===== src/rtl/bcd_frac_to_bin_if.sv =====
// Handshake and data bundle for the BCD-fraction to binary-fraction converter.
// The master drives the start strobe and BCD operand; the slave returns the result.
interface bcd_frac_to_bin_if #(
    parameter int FRACTIONAL_BITS = 8,
    parameter int DECIMAL_DIGITS  = 7
);
    logic                          i_ce;
    logic [DECIMAL_DIGITS*4-1:0]   i_bcd;
    logic [FRACTIONAL_BITS-1:0]    o_bin;
    logic                          done;
    logic                          o_err;
    logic                          o_busy;

    modport master (
        output i_ce,
        output i_bcd,
        input  o_bin,
        input  done,
        input  o_err,
        input  o_busy
    );

    modport slave (
        input  i_ce,
        input  i_bcd,
        output o_bin,
        output done,
        output o_err,
        output o_busy
    );
endinterface


===== src/rtl/bcd_frac_to_bin.sv =====
// Converts a D-digit BCD fraction to an F-bit binary fraction by decimal accumulation
// followed by restoring division by 10^D and round-half-up with saturation.
//
// state   | meaning
// --------+---------------------------------------------------------------
// S_IDLE  | waiting for i_ce; outputs hold last result
// S_ACCUM | folds one BCD digit per cycle into N, MSD first (D cycles)
// S_DIV   | one quotient bit per cycle, MSB first (F cycles)
// S_ROUND | rounds/saturates, registers o_bin/o_err, pulses done
module bcd_frac_to_bin #(
    parameter int FRACTIONAL_BITS = 8,
    parameter int DECIMAL_DIGITS  = 7
) (
    input  logic                CLK,
    input  logic                RST,
    bcd_frac_to_bin_if.slave    bus
);
    localparam int F = FRACTIONAL_BITS;
    localparam int D = DECIMAL_DIGITS;

    function automatic logic [63:0] pow10(input int d);
        logic [63:0] p;
        p = 64'd1;
        for (int i = 0; i < d; i++) begin
            p = p * 64'd10;
        end
        return p;
    endfunction

    localparam logic [63:0] POW10 = pow10(D);
    // N holds at most 10^D-1; R carries one extra bit so that 2R never overflows.
    localparam int NW = $clog2(POW10);
    localparam int RW = NW + 1;
    localparam logic [RW-1:0] DIVISOR = POW10[RW-1:0];

    localparam int CMAX = (D > F) ? D : F;
    localparam int CW   = $clog2(CMAX + 1);
    localparam logic [CW-1:0] ACC_LAST = CW'(D - 1);
    localparam logic [CW-1:0] DIV_LAST = CW'(F - 1);

    typedef enum logic [1:0] {
        S_IDLE  = 2'd0,
        S_ACCUM = 2'd1,
        S_DIV   = 2'd2,
        S_ROUND = 2'd3
    } state_t;

    state_t            state_q, state_d;
    logic [D*4-1:0]    bcd_q, bcd_d;
    logic [NW-1:0]     n_q, n_d;
    logic [RW-1:0]     r_q, r_d;
    logic [F-1:0]      q_q, q_d;
    logic [CW-1:0]     cnt_q, cnt_d;
    logic              err_q, err_d;
    logic [F-1:0]      obin_q, obin_d;
    logic              oerr_q, oerr_d;
    logic              done_q, done_d;

    logic [3:0]        digit;
    logic              digit_bad;
    logic [3:0]        digit_add;
    logic [RW-1:0]     r2;
    logic              r2_ge;
    logic [F:0]        q_inc;

    always_ff @(posedge CLK or posedge RST) begin
        if (RST) begin
            state_q <= S_IDLE;
            bcd_q   <= '0;
            n_q     <= '0;
            r_q     <= '0;
            q_q     <= '0;
            cnt_q   <= '0;
            err_q   <= 1'b0;
            obin_q  <= '0;
            oerr_q  <= 1'b0;
            done_q  <= 1'b0;
        end else begin
            state_q <= state_d;
            bcd_q   <= bcd_d;
            n_q     <= n_d;
            r_q     <= r_d;
            q_q     <= q_d;
            cnt_q   <= cnt_d;
            err_q   <= err_d;
            obin_q  <= obin_d;
            oerr_q  <= oerr_d;
            done_q  <= done_d;
        end
    end

    // Invalid nibbles contribute zero but are remembered in the sticky error flag.
    always_comb begin
        digit     = bcd_q[D*4-1 -: 4];
        digit_bad = (digit > 4'd9);
        digit_add = digit_bad ? 4'd0 : digit;
        r2        = {r_q[RW-2:0], 1'b0};
        r2_ge     = (r2 >= DIVISOR);
        q_inc     = {1'b0, q_q} + {{F{1'b0}}, r2_ge};
    end

    always_comb begin
        state_d = state_q;
        bcd_d   = bcd_q;
        n_d     = n_q;
        r_d     = r_q;
        q_d     = q_q;
        cnt_d   = cnt_q;
        err_d   = err_q;
        obin_d  = obin_q;
        oerr_d  = oerr_q;
        done_d  = 1'b0;

        case (state_q)
            S_IDLE: begin
                if (bus.i_ce) begin
                    bcd_d   = bus.i_bcd;
                    n_d     = '0;
                    err_d   = 1'b0;
                    cnt_d   = '0;
                    state_d = S_ACCUM;
                end
            end

            S_ACCUM: begin
                n_d   = n_q * NW'(10) + NW'(digit_add);
                err_d = err_q | digit_bad;
                bcd_d = bcd_q << 4;
                if (cnt_q == ACC_LAST) begin
                    cnt_d   = '0;
                    r_d     = {1'b0, n_d};
                    q_d     = '0;
                    state_d = S_DIV;
                end else begin
                    cnt_d = cnt_q + CW'(1);
                end
            end

            S_DIV: begin
                q_d = (q_q << 1) | F'(r2_ge);
                r_d = r2_ge ? (r2 - DIVISOR) : r2;
                if (cnt_q == DIV_LAST) begin
                    cnt_d   = '0;
                    state_d = S_ROUND;
                end else begin
                    cnt_d = cnt_q + CW'(1);
                end
            end

            S_ROUND: begin
                if (err_q) begin
                    obin_d = '0;
                end else if (q_inc[F]) begin
                    obin_d = '1;
                end else begin
                    obin_d = q_inc[F-1:0];
                end
                oerr_d  = err_q;
                done_d  = 1'b1;
                state_d = S_IDLE;
            end

            default: begin
                state_d = S_IDLE;
            end
        endcase
    end

    assign bus.o_bin  = obin_q;
    assign bus.o_err  = oerr_q;
    assign bus.done   = done_q;
    assign bus.o_busy = (state_q != S_IDLE);

endmodule


===== src/flat_wrapper.sv =====
// flat-port wrapper written by rule: the top's interface ports become plain ports
module bcd_frac_to_bin_flat 
#(
    parameter int FRACTIONAL_BITS = 8,
    parameter int DECIMAL_DIGITS  = 7
)
  (CLK, RST, bus_i_ce, bus_i_bcd, bus_o_bin, bus_done, bus_o_err, bus_o_busy);
  bcd_frac_to_bin_if #(.FRACTIONAL_BITS(FRACTIONAL_BITS), .DECIMAL_DIGITS(DECIMAL_DIGITS)) bus_i ();
  input  logic CLK;
  input  logic RST;
  input wire logic [$bits(bus_i.i_ce)-1:0] bus_i_ce;
  input wire logic [$bits(bus_i.i_bcd)-1:0] bus_i_bcd;
  output wire logic [$bits(bus_i.o_bin)-1:0] bus_o_bin;
  output wire logic [$bits(bus_i.done)-1:0] bus_done;
  output wire logic [$bits(bus_i.o_err)-1:0] bus_o_err;
  output wire logic [$bits(bus_i.o_busy)-1:0] bus_o_busy;
  assign bus_i.i_ce = bus_i_ce;
  assign bus_i.i_bcd = bus_i_bcd;
  assign bus_o_bin = bus_i.o_bin;
  assign bus_done = bus_i.done;
  assign bus_o_err = bus_i.o_err;
  assign bus_o_busy = bus_i.o_busy;
  bcd_frac_to_bin #(.FRACTIONAL_BITS(FRACTIONAL_BITS), .DECIMAL_DIGITS(DECIMAL_DIGITS)) u_core (.CLK(CLK), .RST(RST), .bus(bus_i));
endmodule

===== config.mk =====
export PLATFORM = sky130hd
export DESIGN_NAME = bcd_frac_to_bin_flat
export DESIGN_NICKNAME = d
export VERILOG_FILES = /design/src/rtl/bcd_frac_to_bin_if.sv /design/src/rtl/bcd_frac_to_bin.sv /design/src/flat_wrapper.sv
export SDC_FILE = /design/constraint.sdc
export NUM_CORES = 1
export LEC_CHECK = 0
export BUFFER_PORTS_ARGS = -buffer_cell sky130_fd_sc_hd__buf_2
export CORE_MARGIN = 2
export CORE_UTILIZATION = 35
export CTS_CLUSTER_DIAMETER = 80
export CTS_CLUSTER_SIZE = 20
export DETAILED_ROUTE_END_ITERATION = 10
export GPL_ROUTABILITY_DRIVEN = 0
export PLACE_DENSITY = 0.61
export SETUP_SLACK_MARGIN = 0.15
export SYNTH_ARGS = -nofsm -noshare
export SYNTH_HDL_FRONTEND = slang
export SYNTH_SLANG_ARGS = --single-unit
export TNS_END_PERCENT = 10

===== constraint.sdc =====
create_clock -name CLK -period 5.36 [get_ports CLK]
set_clock_uncertainty 0.15 [all_clocks]
set_input_delay 0.536 -clock CLK [delete_from_list [all_inputs] [get_ports CLK]]
set_output_delay 0.536 -clock CLK [all_outputs]
set_load 0.02 [all_outputs]

==> flow_summary.toml <==
[critical_path]
rrSetupSlack_ns = 1.30
crit_start = "u_core.n_q[1]"
required_ns = 5.44
criticalPathCategory = "reg2reg"
slowest_delay_ns = 0.46
critPathCaptureType = "flop"
cp_num_cells = 11
crit_family = "compound AO/OA/AOI/OAI gates"
crit_buf_inv = 0
cp.arrival_ns = 4.14
endpoint = "u_core.n_q[21]"
r2r_end = "u_core.n_q[21]"
reg2reg_from = "u_core.n_q[1]"
path_common_cell = "ha_1"
path_cells = "ha_1, ha_1, fa_1, a21o_1, a311o_2, a32oi_1, o21ai_0, xor2_1, nand3_1, or4_4, a32o_2"
critPathSlowestCell = "or4_4"
reg2regPathDepth = 11
crit_path_start_kind = "flop"
worstPathMaxFanout = 5

[cts]
cts.sinks = 100
cts_resized = 0
post_cts_buffers = 0
tritoncts = "done"
hold_buffers = 0
path_clk_slew_ns = 0.07
cts_max_level = 3
cts-root-buf = "clkbuf_16"
clock_path_buffers = 2
cts_buffers = 9
clock_latency_ns = 0.35

[place]
io_buffers = 41
post-place-ws_ns = 1.388
dp_hpwl_mm = 11.10
placed_cell_area_um2 = 7229

[yosys]
synth-simple-area-share_pct = 17.65
yosysTopAreaCell = "dfrtp_1"
synth_top_area_share_pct = 36.74
synth_area_per_cell_um2 = 9.046
syn_area_um2 = 6812
yosys_warnings = 0
synth_common_cells = "nand2_1, dfrtp_1, o21ai_0, ha_1, a21oi_1"
yosysUniqueCellTypes = 74
synthMuxAreaShare_pct = 6.264
synth_seq_cells = 100
async_flop_share_pct = 100.0
synth_area_leaders = "dfrtp_1, ha_1, nand2_1, o21ai_0, mux2i_1"
synth_adder_area_share_pct = 10.14
synth_seq_area_share_pct = 36.74
synth-compound-area-share_pct = 19.09
yosysMostFrequentCell = "nand2_1"
synth_edf_count = 0
synth_top_family_by_area = "compound AO/OA/AOI/OAI gates"
syn_nets = 838
synthCells = 753
synth_xor_area_share_pct = 6.815
synth-main-ff-cell = "dfrtp_1"

[drt]
via_per_inst = 5.248
avgRoutedWirePerCell_um = 14.64
drtAntennaViolNets = 0
route.detailed.drc = 0
vias = 5447
drt_iter0_drc = 404
dr.pass1.iters = 5
routed_wirelength_mm = 15.20

[timing]
fin_crit_sh_pct = 75.67
finalMaxSlewViolations = 0
setup_tns_ns = 0
slew_headroom_pct = 40.04
tightest_slew_ns = 0.8995
fin_ws_ns = 1.304
hold_viol = 0
fin_crit_ns = 4.056
fmax_ghz = 0.2466
hold_ws_ns = 0.1452
setup_viol = 0
rsz0062_at_grt = "false"

[global_routing]
grt_use_met2_pct = 25.44
grt_max_degree = 71
antenna_found_initial = 0
grt-ovfl-total = 0
groute.usage.overall_pct = 15.40
met1_usage_pct = 21.20
grt.met3_usage_pct = 2.632
busiest_layer = "met2"
grt_pass1_wl_mm = 25.66
grt_pass1_vias = 5139

[final_layout]
drive_gt1_share_pct = 12.03
area_delta_synth_final_pct = 10.43
fin_area_um2 = 7522
num_antenna_cells = 0
nets = 854
fill_cells = 1993

[die]
die_y_um = 143.5
ios = 42
dieArea_um2 = 20590
rows = 51
initial_core_util_pct = 35.35
die_w_um = 143.5
core_area_um2 = 19270

[outcome]
outcome = "finished clean"

[power_and_ir_drop]
power.total_mw = 4.114
peakVddDrop_mv = 0.2881
p_per_area_nw_per_um2 = 546.9
p_leak_nw = 3.474

[min_path]
min_path_type = "in2async"

[flow_run]
drv_cap = 0
==> layer usage <==
metal	vias up	share of wire [%]
met4	0	1.2
li1	2745	-
met2	86	47
met3	16	2.9
met5	-	0
met1	2600	49
==> kinds of logic after synthesis <==
kind of cell | count (synthesis)
xor gates and xnor gates | 53
AOI/OAI and AO/OA | 203
adders and majority gates | 54
muxes | 41
buffers and inverters | 57
and+or+nand+nor | 245
DFF | 100
==> layout make-up <==
type / count / area, um2 / area share, %
clock buffer: 11 / 242.7 / 3.227
multi-input combinational: 596 / 4098 / 54.47
clock inverter: 4 / 50.05 / 0.6653
tap: 265 / 331.6 / 4.408
sequential: 100 / 2502 / 33.27
timing repair buffer: 44 / 227.7 / 3.027
inverter: 18 / 70.07 / 0.9315
==> layout by cell type, fill, tap and decap left out, drive strengths merged, types with 6 or more instances in the layout <==
cell type  instances
a22o              12
a211oi             6
inv               17
nand2            114
mux2              10
ha                52
nand3             28
clkbuf            11
o21ai             78
nor2              32
nor4               6
a21oi             48
mux2i             31
a31oi              6
nor3              10
nand4             10
a21o               8
xnor2             30
and3              10
nor2b             10
buf               44
dfrtp            100
xor2              23
==> through the flow <==
step                      util, %  cells
after global routing        39.03   1038
after CTS                   39.03   1038
after floorplan                 -    753
final                       39.03   1038
after global placement      37.51   1023
after detailed placement    37.51   1023
==> how the worst min path moves through the flow <==
stage                             endpoint  slack, ns  cells after the start             start
after floorplan           u_core.bcd_q[10]       0.30                      2  u_core.bcd_q[10]
after global placement    u_core.bcd_q[16]       0.31                      2  u_core.bcd_q[16]
after detailed placement  u_core.bcd_q[20]       0.32                      2  u_core.bcd_q[20]
after CTS                    u_core.r_q[7]       0.17                      2               RST
after global routing      u_core.bus.o_err       0.20                      2               RST
final                      u_core.bus.done       0.15                      2               RST
==> worst reg2reg max path, stage by stage (launching register included) <==
cell,delay (ns)
dfrtp_1,0.43
ha_1,0.31
ha_1,0.23
fa_1,0.41
a21o_1,0.24
a311o_2,0.43
a32oi_1,0.32
o21ai_0,0.16
xor2_1,0.34
nand3_1,0.19
or4_4,0.46
a32o_2,0.27
==> flip-flops by register name (all words and copies together) (netlist names), 2 cells and up <==
register          flops
u_core.q_q            8
u_core.bus.o_bin      8
u_core.cnt_q          4
u_core.r_q           24
u_core.state_q        2
u_core.n_q           23
u_core.bcd_q         28
==> power breakdown <==
| group | total (mW) | internal, mW | switching, mW |
|---|---|---|---|
| Combinational | 2.13 | 0.842 | 1.29 |
| Sequential | 1.33 | 1.05 | 0.278 |
| Clock | 0.647 | 0.371 | 0.276 |
| Total | 4.11 | 2.27 | 1.85 |
(Power assumes the default switching activity.)
